### config.mk
export PLATFORM = sky130hd
export DESIGN_NAME = shift_sequencer
export DESIGN_NICKNAME = d
export VERILOG_FILES = /design/src/rtl/shift_sequencer.sv
export SDC_FILE = /design/constraint.sdc
export NUM_CORES = 1
export LEC_CHECK = 0
export BUFFER_PORTS_ARGS = -buffer_cell sky130_fd_sc_hd__clkbuf_2
export CORE_ASPECT_RATIO = 1.1
export CORE_UTILIZATION = 23
export CTS_CLUSTER_DIAMETER = 150
export DETAILED_ROUTE_END_ITERATION = 12
export GPL_TIMING_DRIVEN = 0
export PLACE_DENSITY_LB_ADDON = 0.3
export SKIP_LAST_GASP = 1
export SYNTH_ARGS = -nofsm -noshare
export SYNTH_HDL_FRONTEND = slang
export SYNTH_SLANG_ARGS = --single-unit
### constraint.sdc
create_clock -name clk -period 2.9 [get_ports clk]
set_clock_uncertainty 0.15 [all_clocks]
set_input_delay 0.29 -clock clk [delete_from_list [all_inputs] [get_ports clk]]
set_output_delay 0.29 -clock clk [all_outputs]
set_load 0.005 [all_outputs]
### src/rtl/shift_sequencer.sv
// Round-robin front end that time-shares one registered 8-bit barrel shifter (1..4 places per pass)
// among NREQ requesters, splitting 5..7-place shifts into two passes.
module shift_sequencer #(
    parameter int unsigned NREQ = 2,
    parameter int unsigned IDW  = 1
) (
    input  logic                clk,
    input  logic                rst,
    input  logic [NREQ-1:0]     req_valid,
    output logic [NREQ-1:0]     req_ready,
    input  logic [8*NREQ-1:0]   req_data,
    input  logic [3*NREQ-1:0]   req_op,
    input  logic [3*NREQ-1:0]   req_amt,
    output logic [7:0]          sh_a,
    output logic [4:0]          sh_sel,
    input  logic [7:0]          sh_q,
    output logic                rsp_valid,
    input  logic                rsp_ready,
    output logic [7:0]          rsp_data,
    output logic [IDW-1:0]      rsp_id,
    output logic                rsp_err,
    output logic                busy
);

    localparam logic [1:0] IDLE  = 2'd0;
    localparam logic [1:0] ISSUE = 2'd1;
    localparam logic [1:0] WAIT  = 2'd2;
    localparam logic [1:0] DONE  = 2'd3;

    logic [1:0]     state, state_n;
    logic [IDW-1:0] ptr, ptr_n;
    logic [7:0]     work, work_n;
    logic [2:0]     op_q, op_n;
    logic [2:0]     rem, rem_n;
    logic [IDW-1:0] id_q, id_n;
    logic           err_q, err_n;
    logic [7:0]     sh_a_n;
    logic [4:0]     sh_sel_n;

    logic [7:0]     data_arr [NREQ];
    logic [2:0]     op_arr   [NREQ];
    logic [2:0]     amt_arr  [NREQ];
    logic           gnt_vld;
    logic [IDW-1:0] gnt;
    logic [IDW-1:0] cand;
    logic [2:0]     rem_left;

    // Places handled by one pass: at most 4
    function automatic logic [2:0] step_f(input logic [2:0] r);
        return (r > 3'd4) ? 3'd4 : r;
    endfunction

    function automatic logic [4:0] sel_f(input logic [2:0] op, input logic [2:0] r);
        logic [2:0] places_m1;
        places_m1 = step_f(r) - 3'd1;
        return {op[2], op[1:0], places_m1[1:0]};
    endfunction

    for (genvar i = 0; i < NREQ; i++) begin : g_unpack
        assign data_arr[i] = req_data[8*i +: 8];
        assign op_arr[i]   = req_op[3*i +: 3];
        assign amt_arr[i]  = req_amt[3*i +: 3];
    end

    // First valid requester at or after the round-robin pointer
    always_comb begin
        gnt_vld = 1'b0;
        gnt     = '0;
        cand    = '0;
        for (int unsigned k = 0; k < NREQ; k++) begin
            cand = IDW'((32'(ptr) + k) % NREQ);
            if (!gnt_vld && req_valid[cand]) begin
                gnt_vld = 1'b1;
                gnt     = cand;
            end
        end
    end

    always_comb begin
        req_ready = '0;
        if (state == IDLE && gnt_vld) begin
            req_ready[gnt] = 1'b1;
        end
    end

    assign rem_left = rem - step_f(rem);

    always_comb begin
        state_n  = state;
        ptr_n    = ptr;
        work_n   = work;
        op_n     = op_q;
        rem_n    = rem;
        id_n     = id_q;
        err_n    = err_q;
        sh_a_n   = sh_a;
        sh_sel_n = sh_sel;
        case (state)
            IDLE: begin
                if (gnt_vld) begin
                    id_n   = gnt;
                    ptr_n  = (gnt == IDW'(NREQ - 1)) ? '0 : gnt + IDW'(1);
                    op_n   = op_arr[gnt];
                    work_n = data_arr[gnt];
                    rem_n  = amt_arr[gnt];
                    err_n  = (op_arr[gnt][2:1] == 2'b11);
                    if (err_n || amt_arr[gnt] == 3'd0) begin
                        state_n = DONE;
                    end else begin
                        state_n  = ISSUE;
                        sh_a_n   = data_arr[gnt];
                        sh_sel_n = sel_f(op_arr[gnt], amt_arr[gnt]);
                    end
                end
            end
            ISSUE: state_n = WAIT;
            WAIT: begin
                work_n = sh_q;
                rem_n  = rem_left;
                if (rem_left != 3'd0) begin
                    state_n  = ISSUE;
                    sh_a_n   = sh_q;
                    sh_sel_n = sel_f(op_q, rem_left);
                end else begin
                    state_n = DONE;
                end
            end
            DONE: begin
                if (rsp_ready) begin
                    state_n = IDLE;
                end
            end
            default: state_n = IDLE;
        endcase
    end

    always_ff @(posedge clk) begin
        if (!rst) begin
            state  <= IDLE;
            ptr    <= '0;
            work   <= '0;
            op_q   <= '0;
            rem    <= '0;
            id_q   <= '0;
            err_q  <= 1'b0;
            sh_a   <= '0;
            sh_sel <= '0;
        end else begin
            state  <= state_n;
            ptr    <= ptr_n;
            work   <= work_n;
            op_q   <= op_n;
            rem    <= rem_n;
            id_q   <= id_n;
            err_q  <= err_n;
            sh_a   <= sh_a_n;
            sh_sel <= sh_sel_n;
        end
    end

    assign rsp_valid = (state == DONE);
    assign busy      = (state != IDLE);
    assign rsp_data  = work;
    assign rsp_id    = id_q;
    assign rsp_err   = err_q;

endmodule

======== Yosys cells after proc, flatten, opt, wreduce, memory -nomap -nowiden ========
Cells that the tools add are included.
Widths: inputs -> output; s select.
word-level totals
  register bits ........................... 32
  bits of input ports ..................... 41
  output and inout bits ................... 27
  logic and storage cells ................. 86
operators by class
  add/sub/neg operators ................... 5
  $lt $le $gt $ge ......................... 8
  eq/ne operators ......................... 8
  multiplexer cells ....................... 41
  bitwise gates (word level) .............. 1
  reductions and logical operators ........ 14
operators with widths
  operator             number
  $mux 8               7
  $pmux 8 s2           2
  $mux 3               8
  $mux 5               3
  $mux 2               7
  $mux 1               10
  $pmux 5 s2           1
  $gt 3x3->1 const B   3
  $pmux 2 s4           1
  $eq 2x2->1 const B   3
  $lt 1x2->1 const B   3
  $ne 2x2->1 const B   3
  $pmux 3 s2           1
  $reduce_and 2->1     3
  $reduce_and 4->1     1
  $reduce_bool 2->1    2
  $sub 2x1->2 const B  2
  $logic_and 1x1->1    3
  $logic_not 3->1      1
  $reduce_bool 3->1    1
  $sub 3x3->3          1
  $add 1x1->1 const B  2
  $eq 2x1->1 const B   1
  $ge 2x2->1 const B   1
  other kinds (7)      7

======== Logic depth before layout (Yosys ltp) ========
Gate-level depths: netlist of the first run.
  word-level depth ........................ 16
  gate-level depth with buffers ........... 8

======== Worst setup path before layout of the first run ========
No wires, ideal clock.
  path kind ............................... register to register
  start ................................... register rem[2]
  end ..................................... register sh_sel[2]
  library setup time ...................... 70 ps
  data arrival time ....................... 1722 ps
  required time ........................... 2680 ps
  slack ................................... 958 ps
  cell stages (with the launch flop) ...... 8
  clock period less this slack ............ 1942 ps
  cell sequence ........................... dfxtp_1 nand2_1 ha_1 a21oi_1 and2_1 a31o_2 a2111o_1 a21oi_1
between the ends
  word-level cells in the longest chain between the ends .. 6
ends and longest elaborated chain
  item                            line  RTL
  start: declaration              34    logic [2:0] rem, rem_n;
  start signal: assignment        153   rem <= rem_n;
  $gt 3x3->1                      50    return (r > 3'd4) ? 3'd4 : r;
  $mux 3                          50
  $sub 3x3->3 (*)                 86    assign rem_left = rem - step_f(rem);
  $reduce_bool 3->1 (*)           120   if (rem_left != 3'd0) begin
  $ne 2x2->1 (no line) (*)        -
  $reduce_and 4->1 (no line) (*)  -
  end signal: assignment          157   sh_sel <= sh_sel_n;
  end: declaration                15    output logic [4:0] sh_sel,
Every way passes the cells marked *; elsewhere a longest branch is shown, timed or not.
A chain may end at the register's enable or synchronous reset.

======== Worst setup path in the final report of the first run ========
  start ................................... register rem[2]
  end ..................................... register sh_sel[1]
between the ends
  word-level cells in the longest chain between the ends .. 8
  elaborated cells on any way between the ends .. 11
  those cells by class .................... add/sub: 2; order compare: 2; eq/ne: 1; mux: 4; reduce/logical: 2
ends and longest elaborated chain
  item             line  RTL
  $gt 3x3->1       50
  $mux 3           50
  $sub 3x3->3 (*)  86
  $gt 3x3->1       50
  $mux 2           50
  $sub 2x1->2      55    places_m1 = step_f(r) - 3'd1;
  $mux 5           120
  $pmux 5 s2       98    case (state)
Every way passes the cells marked *; elsewhere a longest branch is shown, timed or not. The select of a mux whose other input is x is not followed.

==> metrics.md, run 1 <==
| Metric | Value |
|---|---|
| Pwr/cell area | `624.6 mW/mm²` |
| P&R area growth vs syn | `33.48%` |
| Routability cong. | `0.8804` |
| Vias in the first global route | `1815` |
| Crit path DAT | `2290 ps` |
| CP startpoint kind | `flip-flop` |
| Post-CTS sizing | `0` |
| Worst R2R Path Depth | `7` |
| Placed inst area | `0.002118 mm²` |
| Worst hold path cell count | `4` |
| Hold buffer count at cts | `0` |
| Hold path start | `rsp_ready` |
| Period minus WS final | `2253 ps` |
| Global-route wire length before repair | `9.101 mm` |
| Core Box Area | `0.007047 mm²` |
| Layout cells sized above 1 | `27.99%` |
| Residual DRC | `0` |
| CP Max Fanout | `8` |
| Max Root-Sink Buffers | `2` |
| TritonRoute pass-1 iters | `4` |
| Antenna cell count | `0` |
| Leak | `1.012 nW` |
| Root Driver | `clkbuf_8` |
| Number of synthesized flops with an enable pin | `0` |
| R2R Setup Slk | `650 ps` |
| Synth top area share | `38.10%` |
| DRT iter0 DRCs | `99` |
| Final worst slack | `646.9 ps` |
| Hold Path End | `state[0]$_SDFFE_PN0P_` |
| Detailed Place HPWL | `4.322 mm` |
| Die width | `83.53 µm` |
| Type of the most critical hold path | `in -> reg` |
| Io pins | `68` |
| Register area | `640.6 µm²` |
| Synth cell count leaders | `dfxtp_1 (32), nor2_1 (25), a21oi_1 (23)` |
| Most numerous cell in the Yosys netlist | `dfxtp_1` |
| Routed WL | `5.511 mm` |
| Setup violations, final | `0` |
| Final Hold Fails | `0` |
| Num rows | `32` |
| Post-Place Setup Slack | `703.9 ps` |
| Period utilization | `77.69%` |
| Die Span Y | `91.68 µm` |
| # fillers | `772` |
| Routed len/inst | `14.58 µm` |
| Final setup TNS | `0 ps` |
| WP data required | `2930 ps` |
| Worst-skew pair later-pin latency | `290 ps` |
| H-tree depth | `2` |
| Syn. warnings | `0` |
| Placed Cells | `370` |
| Nets@finish | `335` |
| Largest net degree at the start of global routing | `11` |
| Mapped Cells | `219` |
| Critical path class | `reg -> reg` |
| Worst r2r dst | `sh_sel[1]$_SDFFE_PN0P_` |
| Die Footprint | `0.007658 mm²` |
| DR vias/cell | `4.971` |
| Initial antenna violation count | `0` |
| Post-synth cell types | `43` |
| Unrepaired setup endpoints after global routing | `false` |
| Critical R2R Launch | `rem[2]$_SDFFE_PN0P_` |
| Post-route cell area | `0.002245 mm²` |
| Post-Syn Area | `0.001682 mm²` |
| Sequential-to-total area share from yosys stat | `38.10%` |
| Main synth FF type | `dfxtp_1` |
| Layout Cells excl Fill | `378` |
| CTS Sinks | `32` |
| Starting Density | `23.86%` |
| Dominant cells by area after synthesis | `dfxtp_1 (38%), a21oi_1 (6.8%), nor2_1 (5.6%), nand3_1 (4.5%), nand2_1 (4.0%)` |
| Number of synthesized register bits | `32` |
| Port Buffer Count | `66` |
| Mean Syn Cell Area | `7.679 µm²` |
| Multi-input logic area | `962.2 µm²` |
| Max-slew headroom | `54.58%` |
| Worst-Margin Slew | `678.8 ps` |
| Post-route antenna net violation count | `0` |
| Crit path capture type | `flip-flop` |
| Syn nets | `262` |
| Ys async rst share | `0%` |
| Max-cap violations | `0` |
| Slew Limit Fails | `0` |
| Status | `finished clean` |
| Post-synth top area cell | `dfxtp_1` |
| Postcts setup bufs | `0` |
| DR vias | `1879` |
| Num CTS Buffers | `5` |
| Total Routing Usage GR | `15.00%` |
| Grt ovf | `0` |
| Clock Pin Slew Worst Setup and Hold Paths | `70 ps` |
| F_max | `443.8 MHz` |
| CTS tree | `yes` |
| VDD IR max | `204.6 µV` |
kinds of logic after synthesis:
family          after synthesis  share of synthesized area, %
buf+inv                      20                         4.687
flops                        32                         38.09
mux                           3                         1.786
other cells                   2                        0.4466
fa+ha+maj                     2                         1.488
simple gates                 81                         22.69
compound gates               79                         30.80
critical path, stage by stage (launching register included):
cell      delay (ps)
dfxtp_1          440
nand2_1          130
ha_1             360
a21oi_1           70
and2_1           200
a31oi_2          390
o211ai_1         160
o221a_1          240
layout make-up:
class	instances	share of cell area [%]
buffer	15	2.676
clock buffer	7	4.292
clock inverter	1	1.338
inverter	5	0.8361
multi-input combinational	167	42.87
sequential	32	28.54
tap	85	4.738
timing repair buffer	66	14.72
registers in the layout (all words and copies together), names as in the netlist:
| register | count |
|---|---|
| rsp_data | 8 |
| sh_a | 8 |
| sh_sel | 5 |
| op_q | 3 |
| rem | 3 |
| state | 2 |
| ptr | 1 |
| rsp_err | 1 |
| rsp_id | 1 |
power breakdown:
part           total [W]  internal [W]  switching, W
Combinational   0.000384      0.000157      0.000227
Clock           0.000481      0.000303      0.000178
Sequential      0.000537      0.000500     0.0000369
cells in the final DEF (no fill, tap or decap), drive strengths merged, types with 3 or more instances in the layout:
master and count:
clkbuf 85, dfxtp 32, nor2 25, a21oi 23, o21ai 22, nand2 18, nand3 15, a31oi 7
a211oi 6, and2 4, nor3 4, inv 4, buf 3, nor2b 3, mux2i 3, a2111o 3
and3 3, o221a 3
metrics by stage:
step	utilization [%]	hold slack [ps]	total power [W]
global route	31.85	163.5	0.001479
global placement	30.06	299.5	0.0009266
detailed placement	30.06	299.7	0.0009302
floorplan	-	302.7	0.0007737
finish	31.85	140.0	0.001402
CTS	31.85	141.9	0.001405
how the worst max path moves through the flow:
stage	cells past startpoint	endpoint	slack (ps)	start
3_5_place_dp	7	sh_sel[1]$_SDFFE_PN0P_	700	rem[2]$_SDFFE_PN0P_
6_report	7	sh_sel[1]$_SDFFE_PN0P_	650	rem[2]$_SDFFE_PN0P_
5_1_grt	5	req_ready[0]	500	state[0]$_SDFFE_PN0P_
4_1_cts	7	sh_sel[1]$_SDFFE_PN0P_	690	rem[2]$_SDFFE_PN0P_
2_1_floorplan	7	sh_sel[2]$_SDFFE_PN0P_	960	rem[2]$_SDFFE_PN0P_
3_3_place_gp	7	sh_sel[1]$_SDFFE_PN0P_	700	rem[2]$_SDFFE_PN0P_
layer usage:
metal  GRT usage [%]  vias to the layer above  share of wire, %
met5               0                        -                 0
met4           3.814                        0              0.82
met3           3.780                        6               6.2
met2           23.16                       65                44
met1           20.89                      862                49
li1                -                      946                 -
Note: power is estimated with default switching activity, not from simulation.
==> inputs of run 2 (changes only) <==
Clock period 2.9 ns to 2.05 ns, I/O delays scaled along.
==> run 2 against run 1 <==
Against the previous run:
- hold slack got worse by 88 ps
- combinational power is 51% higher
- clock-buffer cell count did not move
- routed wire length down 0.15%
- total power is 45% higher
- global-route usage about the same
- die area stayed put
- non-clock buffer count increased by 1
- core utilization up 1.5 points
- critical path depth shrank 1
- flip-flop and latch count unchanged
- register-to-register slack worse by 620 ps
==> metrics.md, run 2 (synthesis results as in run 1) <==
| Metric | Value |
|---|---|
| Clock Pin Slew Worst Setup and Hold Paths | `70 ps (about the same)` |
| Nets@finish | `336 (+0.30%)` |
| # fillers | `768 (-0.52%)` |
| CP startpoint kind | `flip-flop` |
| Routability cong. | `0.8804 (unchanged)` |
| Routed len/inst | `14.52 µm (-0.41%)` |
| Crit path DAT | `2090 ps (-200 ps)` |
| Detailed Place HPWL | `4.322 mm (unchanged)` |
| TritonRoute pass-1 iters | `4 (unchanged)` |
| Type of the most critical hold path | `in -> reg` |
| Internal power | `0.001392 W (+45%)` |
| Max-cap violations | `0 (unchanged)` |
| Worst-Margin Slew | `606.8 ps (-71.94 ps)` |
| Comb power frac | `28.6% (+1.2 points)` |
| Status | `finished clean` |
| VDD IR max | `289.4 µV (+41%)` |
| R2R Setup Slk | `20 ps (-620 ps)` |
| Layout cells sized above 1 | `35.03% (+7.0 points)` |
| Residual DRC | `0 (unchanged)` |
| Die Span Y | `91.68 µm (unchanged)` |
| CTS Sinks | `32 (unchanged)` |
| Power share of the sequential group | `38.0% (-0.3 points)` |
| Die width | `83.53 µm (unchanged)` |
| Root Driver | `clkbuf_8` |
| Grt ovf | `0 (unchanged)` |
| Initial antenna violation count | `0 (unchanged)` |
| Final setup TNS | `0 ps (unchanged)` |
| DR vias/cell | `4.987 (+0.32%)` |
| Worst path slowest cell | `a2111o_1` |
| NetSw | `0.0006375 W (+44%)` |
| Most frequent cells in the layout | `clkbuf_2 (72), dfxtp_1 (29), nor2_1 (23), a21oi_1 (22), nand2_1 (17)` |
| Io pins | `68 (unchanged)` |
| Max-slew headroom | `59.12% (+4.5 points)` |
| Slowest stage delay, CP | `410 ps (-30 ps)` |
| Pwr/cell area | `862.2 mW/mm² (+38%)` |
| Commonest non-fill, non-tap cell in the layout | `clkbuf_2` |
| Switching share of total power | `31.42% (-0.060 points)` |
| Critical path class | `reg -> reg` |
| Post-route antenna net violation count | `0 (unchanged)` |
| Port Buffer Count | `66 (unchanged)` |
| Total Routing Usage GR | `15.04% (+0.038 points)` |
| Slew Limit Fails | `0 (unchanged)` |
| Power share of the clock group | `33.4% (-0.9 points)` |
| Power, Total | `0.002029 W (+45%)` |
| WP data required | `2110 ps (-820 ps)` |
| Starting Density | `23.86% (unchanged)` |
| Leak | `1.059 nW (+4.7%)` |
| Die Footprint | `0.007658 mm² (unchanged)` |
| DRT iter0 DRCs | `96 (-3.0%)` |
| Vias in the first global route | `1832 (+0.94%)` |
| CTS tree | `yes` |
| Largest net degree at the start of global routing | `11 (unchanged)` |
| Period minus WS final | `2025 ps (-228.0 ps)` |
| Global-route wire length before repair | `9.156 mm (+0.60%)` |
| Final Hold Fails | `0 (unchanged)` |
| Routed WL | `5.503 mm (-0.15%)` |
| F_max | `493.8 MHz (+11%)` |
| Max Root-Sink Buffers | `2 (unchanged)` |
| Crit path cell chain | `nand2b_4 > buf_6 > a221o_1 > a31o_4 > a2111o_1 > a21oi_2` |
| Num rows | `32 (unchanged)` |
| DR vias | `1890 (+0.59%)` |
| Period utilization | `98.79% (+21 points)` |
| Setup violations, final | `0 (unchanged)` |
| H-tree depth | `2 (unchanged)` |
| Core Box Area | `0.007047 mm² (unchanged)` |
| CP Max Fanout | `7 (-1)` |
| P&R area growth vs syn | `39.96%` |
| Unrepaired setup endpoints after global routing | `true` |
| Crit path capture type | `flip-flop` |
| Worst-skew pair later-pin latency | `290 ps (about the same)` |
| Antenna cell count | `0 (unchanged)` |
| Num CTS Buffers | `5 (unchanged)` |
[run 2: cell types whose count changed in the layout (fill, tap and decap cells not counted), sizes merged]
| cell | before | now |
|---|---|---|
| clkbuf | 85 | 84 |
| buf | 3 | 5 |
[run 2: stage by stage]
| step | instances | utilization [%] | area [µm²] | worst slack (ps) | hold slack, ps |
|---|---|---|---|---|---|
| 2_1_floorplan | 219 | - | 1682 | 107.9 | 244.7 |
| 3_3_place_gp | 370 | 30.06 | 2118 | -153.1 | 299.5 |
| 3_5_place_dp | 370 | 30.06 | 2118 | -146.1 | 299.7 |
| 4_1_cts | 378 | 32.48 | 2288 | -6.591 | 56.86 |
| 5_1_grt | 379 | 33.40 | 2354 | -22.65 | 78.51 |
| 6_report | 379 | 33.40 | 2354 | 24.84 | 51.69 |
[run 2: cell type report]
type | count | area (µm²) | area share [%]
multi-input cells | 167 | 1037 | 44.07
well taps | 85 | 106.4 | 4.519
flip-flops and latches | 32 | 646.9 | 27.49
repair buffers | 68 | 345.3 | 14.67
plain buffers | 14 | 72.57 | 3.083
inverters | 5 | 18.77 | 0.7974
clock inverters | 1 | 30.03 | 1.276
clock buffers | 7 | 96.34 | 4.094
[run 2: worst paths after layout]
kind / end / cells past startpoint / startpoint
max: sh_sel[3]$_SDFFE_PN0P_ / 6 / ptr$_SDFFE_PN0P_
min: state[0]$_SDFFE_PN0P_ / 4 / rsp_ready
max reg2reg: sh_sel[3]$_SDFFE_PN0P_ / 6 / ptr$_SDFFE_PN0P_
min reg2reg: rsp_data[1]$_SDFFE_PN0P_ / 2 / rsp_data[1]$_SDFFE_PN0P_
[run 2: power groups by stage]
stage / logic (W) / registers (W) / clock network [W]
CTS: 0.000560 / 0.000763 / 0.000683
global route: 0.000649 / 0.000784 / 0.000709
detailed placement: 0.000542 / 0.000774 / 0
finish: 0.000580 / 0.000771 / 0.000678
floorplan: 0.000325 / 0.000769 / 0
global placement: 0.000537 / 0.000774 / 0
[run 2: routing by layer]
layer / wire, µm / GRT usage [%] / vias up
li1: - / - / 947
met1: 2654 / 20.89 / 872
met2: 2417 / 23.29 / 65
met3: 386 / 3.780 / 6
met4: 45 / 3.814 / 0
met5: 0 / 0 / -
[run 2: critical path, delay by kind of cell, from the launching register on]
family / cells / cell delay, ps
buffers and inverters: 1 / 120
AOI/OAI and AO/OA: 4 / 1220
DFF: 1 / 330
and+or+nand+nor: 1 / 130
[run 2: repair_timing]
action | CTS | global route
pin swaps | 0 | 4
resized for setup | 9 | 25
buffers inserted | 0 | 2
endpoints found under the setup margin | 15 | 26
hold buffers | 0 | 0
==> inputs of run 3 (changes only) <==
Settings changed: SLEW_MARGIN set to 15.
Clock period 2.05 ns to 2.2 ns, I/O delays scaled along.
==> run 3 against run 2 <==
Against the previous run:
- critical path depth rose by 1
- register-to-register slack better by 50 ps
- non-clock buffer count fell by 1
- sequential power down 8.0%
- cell area down 3.2%
- fmax down 4.7%
- total power shrank 8.5%
- clock-buffer cell count is the same
- critical endpoint is now sh_sel[4]$_SDFFE_PN0P_
==> metrics.md, run 3 (synthesis results as in run 1) <==
| Metric | Value |
|---|---|
| Status | `finished clean` |
| Postcts setup bufs | `0 (unchanged)` |
| Residual DRC | `0 (unchanged)` |
| Slew Limit Fails | `0 (unchanged)` |
| Initial antenna violation count | `0 (unchanged)` |
| Layout Cells excl Fill | `378 (-0.26%)` |
| Period utilization | `96.60% (-2.2 points)` |
| Setup violations, final | `0 (unchanged)` |
| CTS tree | `yes` |
| H-tree depth | `2 (unchanged)` |
| Post-Place Setup Slack | `3.858 ps (+150.0 ps)` |
| Crit path capture type | `flip-flop` |
| Post-route cell area | `0.002277 mm² (-3.2%)` |
| WP data required | `2260 ps (+150 ps)` |
| Hold buffer count at cts | `0 (unchanged)` |
| Antenna cell count | `0 (unchanged)` |
| Die Span Y | `91.68 µm (unchanged)` |
| CP startpoint kind | `flip-flop` |
| Num rows | `32 (unchanged)` |
| Worst-Margin Slew | `679.7 ps (+72.91 ps)` |
| Layout cells sized above 1 | `30.38% (-4.7 points)` |
| Pwr/cell area | `815.6 mW/mm² (-5.4%)` |
| Final Hold Fails | `0 (unchanged)` |
| DR vias | `1887 (-0.16%)` |
| Max-slew headroom | `54.52% (-4.6 points)` |
| Leak | `1.026 nW (-3.1%)` |
| Routability cong. | `0.8804 (unchanged)` |
| P&R area growth vs syn | `35.42%` |
| Vias in the first global route | `1815 (-0.93%)` |
| Largest net degree at the start of global routing | `11 (unchanged)` |
| Type of the most critical hold path | `in -> reg` |
| DRT iter0 DRCs | `105 (+9.4%)` |
| Crit path DAT | `2190 ps (+100 ps)` |
| Final worst slack | `74.71 ps (+49.86 ps)` |
| DR vias/cell | `4.992 (+0.11%)` |
| VDD IR max | `269.8 µV (-6.8%)` |
| Worst R2R Path Depth | `7 (+1)` |
| Grt ovf | `0 (unchanged)` |
| Period minus WS final | `2125 ps (+100.1 ps)` |
| Placed inst area | `0.002118 mm² (unchanged)` |
| Io pins | `68 (unchanged)` |
| Worst-skew pair later-pin latency | `280 ps (about the same)` |
| Num CTS Buffers | `5 (unchanged)` |
| TritonRoute pass-1 iters | `4 (unchanged)` |
| Commonest non-fill, non-tap cell in the layout | `clkbuf_2` |
| Detailed Place HPWL | `4.322 mm (unchanged)` |
| Most frequent cells in the layout | `clkbuf_2 (70), dfxtp_1 (31), nor2_1 (24), a21oi_1 (23), nand2_1 (18)` |
| Root Driver | `clkbuf_8` |
| Routed WL | `5.508 mm (about the same)` |
| CP Max Fanout | `7 (unchanged)` |
| Post-route antenna net violation count | `0 (unchanged)` |
| Global-route wire length before repair | `9.101 mm (-0.60%)` |
| Port Buffer Count | `66 (unchanged)` |
| F_max | `470.5 MHz (-4.7%)` |
| Max Root-Sink Buffers | `2 (unchanged)` |
| Die width | `83.53 µm (unchanged)` |
| Clock Pin Slew Worst Setup and Hold Paths | `70 ps (about the same)` |
| Critical path class | `reg -> reg` |
| Core occupancy in the finished layout | `32.32% (-1.1 points)` |
| Total Routing Usage GR | `15.00% (-0.038 points)` |
| Die Footprint | `0.007658 mm² (unchanged)` |
| Final setup TNS | `0 ps (unchanged)` |
| Starting Density | `23.86% (unchanged)` |
| CTS Sinks | `32 (unchanged)` |
| Placed Cells | `370 (unchanged)` |
| Core Box Area | `0.007047 mm² (unchanged)` |
| Nets@finish | `335 (-0.30%)` |
| Worst hold path cell count | `4 (unchanged)` |
| Max-cap violations | `0 (unchanged)` |
| Routed len/inst | `14.57 µm (+0.36%)` |
| Unrepaired setup endpoints after global routing | `true` |
## run 3: changes by cell type in the layout (fill, tap and decap cells not counted), sizes merged
cell,previous run,this run
buf,5,2
clkbuf,84,86
## run 3: final timing paths
path	start	to	slack [ps]
worst max-delay path	rem[2]$_SDFFE_PN0P_	sh_sel[4]$_SDFFE_PN0P_	70
worst min-delay path	rsp_ready	state[0]$_SDFFE_PN0P_	70
worst max register to register	rem[2]$_SDFFE_PN0P_	sh_sel[4]$_SDFFE_PN0P_	70
worst min register to register	rsp_data[1]$_SDFFE_PN0P_	rsp_data[1]$_SDFFE_PN0P_	310
## run 3: routing by layer
metal  vias up  global-route usage, %  routed length [µm]
met4         0                  3.814                  17
met2        66                  23.16                2436
li1        944                      -                   -
met3         2                  3.780                 365
met1       875                  20.89                2689
met5         -                      0                   0
## run 3: repair_timing
action | in CTS | in global routing
endpoints found under the hold margin | 0 | 0
resized for setup | 1 | 12
endpoints found under the setup margin | 4 | 18
## run 3: per-stage QoR
step / total power [W] / hold slack [ps]
floorplan: 0.001020 / 259.7
global placement: 0.001221 / 299.5
detailed placement: 0.001226 / 299.7
CTS: 0.001852 / 71.86
global route: 0.001963 / 93.51
finish: 0.001857 / 74.97
## run 3: area by class of cell
| class | count | area [µm²] |
|---|---|---|
| flip-flops and latches | 32 | 641.9 |
| well taps | 85 | 106.4 |
| clock inverters | 1 | 30.03 |
| clock buffers | 7 | 96.34 |
| fillers | 769 | 4770 |
| plain buffers | 15 | 67.56 |
| repair buffers | 66 | 330.3 |
| multi-input cells | 167 | 985.9 |
| inverters | 5 | 18.77 |
## run 3: worst max-delay path, stage by stage, from the launching register on
cell and delay [ps]:
dfxtp_2 380, nand2_1 130, ha_4 310, a21oi_1 50
and2_1 220, a31o_2 300, a2111o_1 370, a21oi_1 140
## run 3: power by group
part           leakage [nW]  internal [W]  switching (W)
Clock                0.0645      0.000400       0.000231
Sequential            0.265      0.000660      0.0000492
Combinational         0.697      0.000215       0.000302
Total                  1.03       0.00127       0.000582
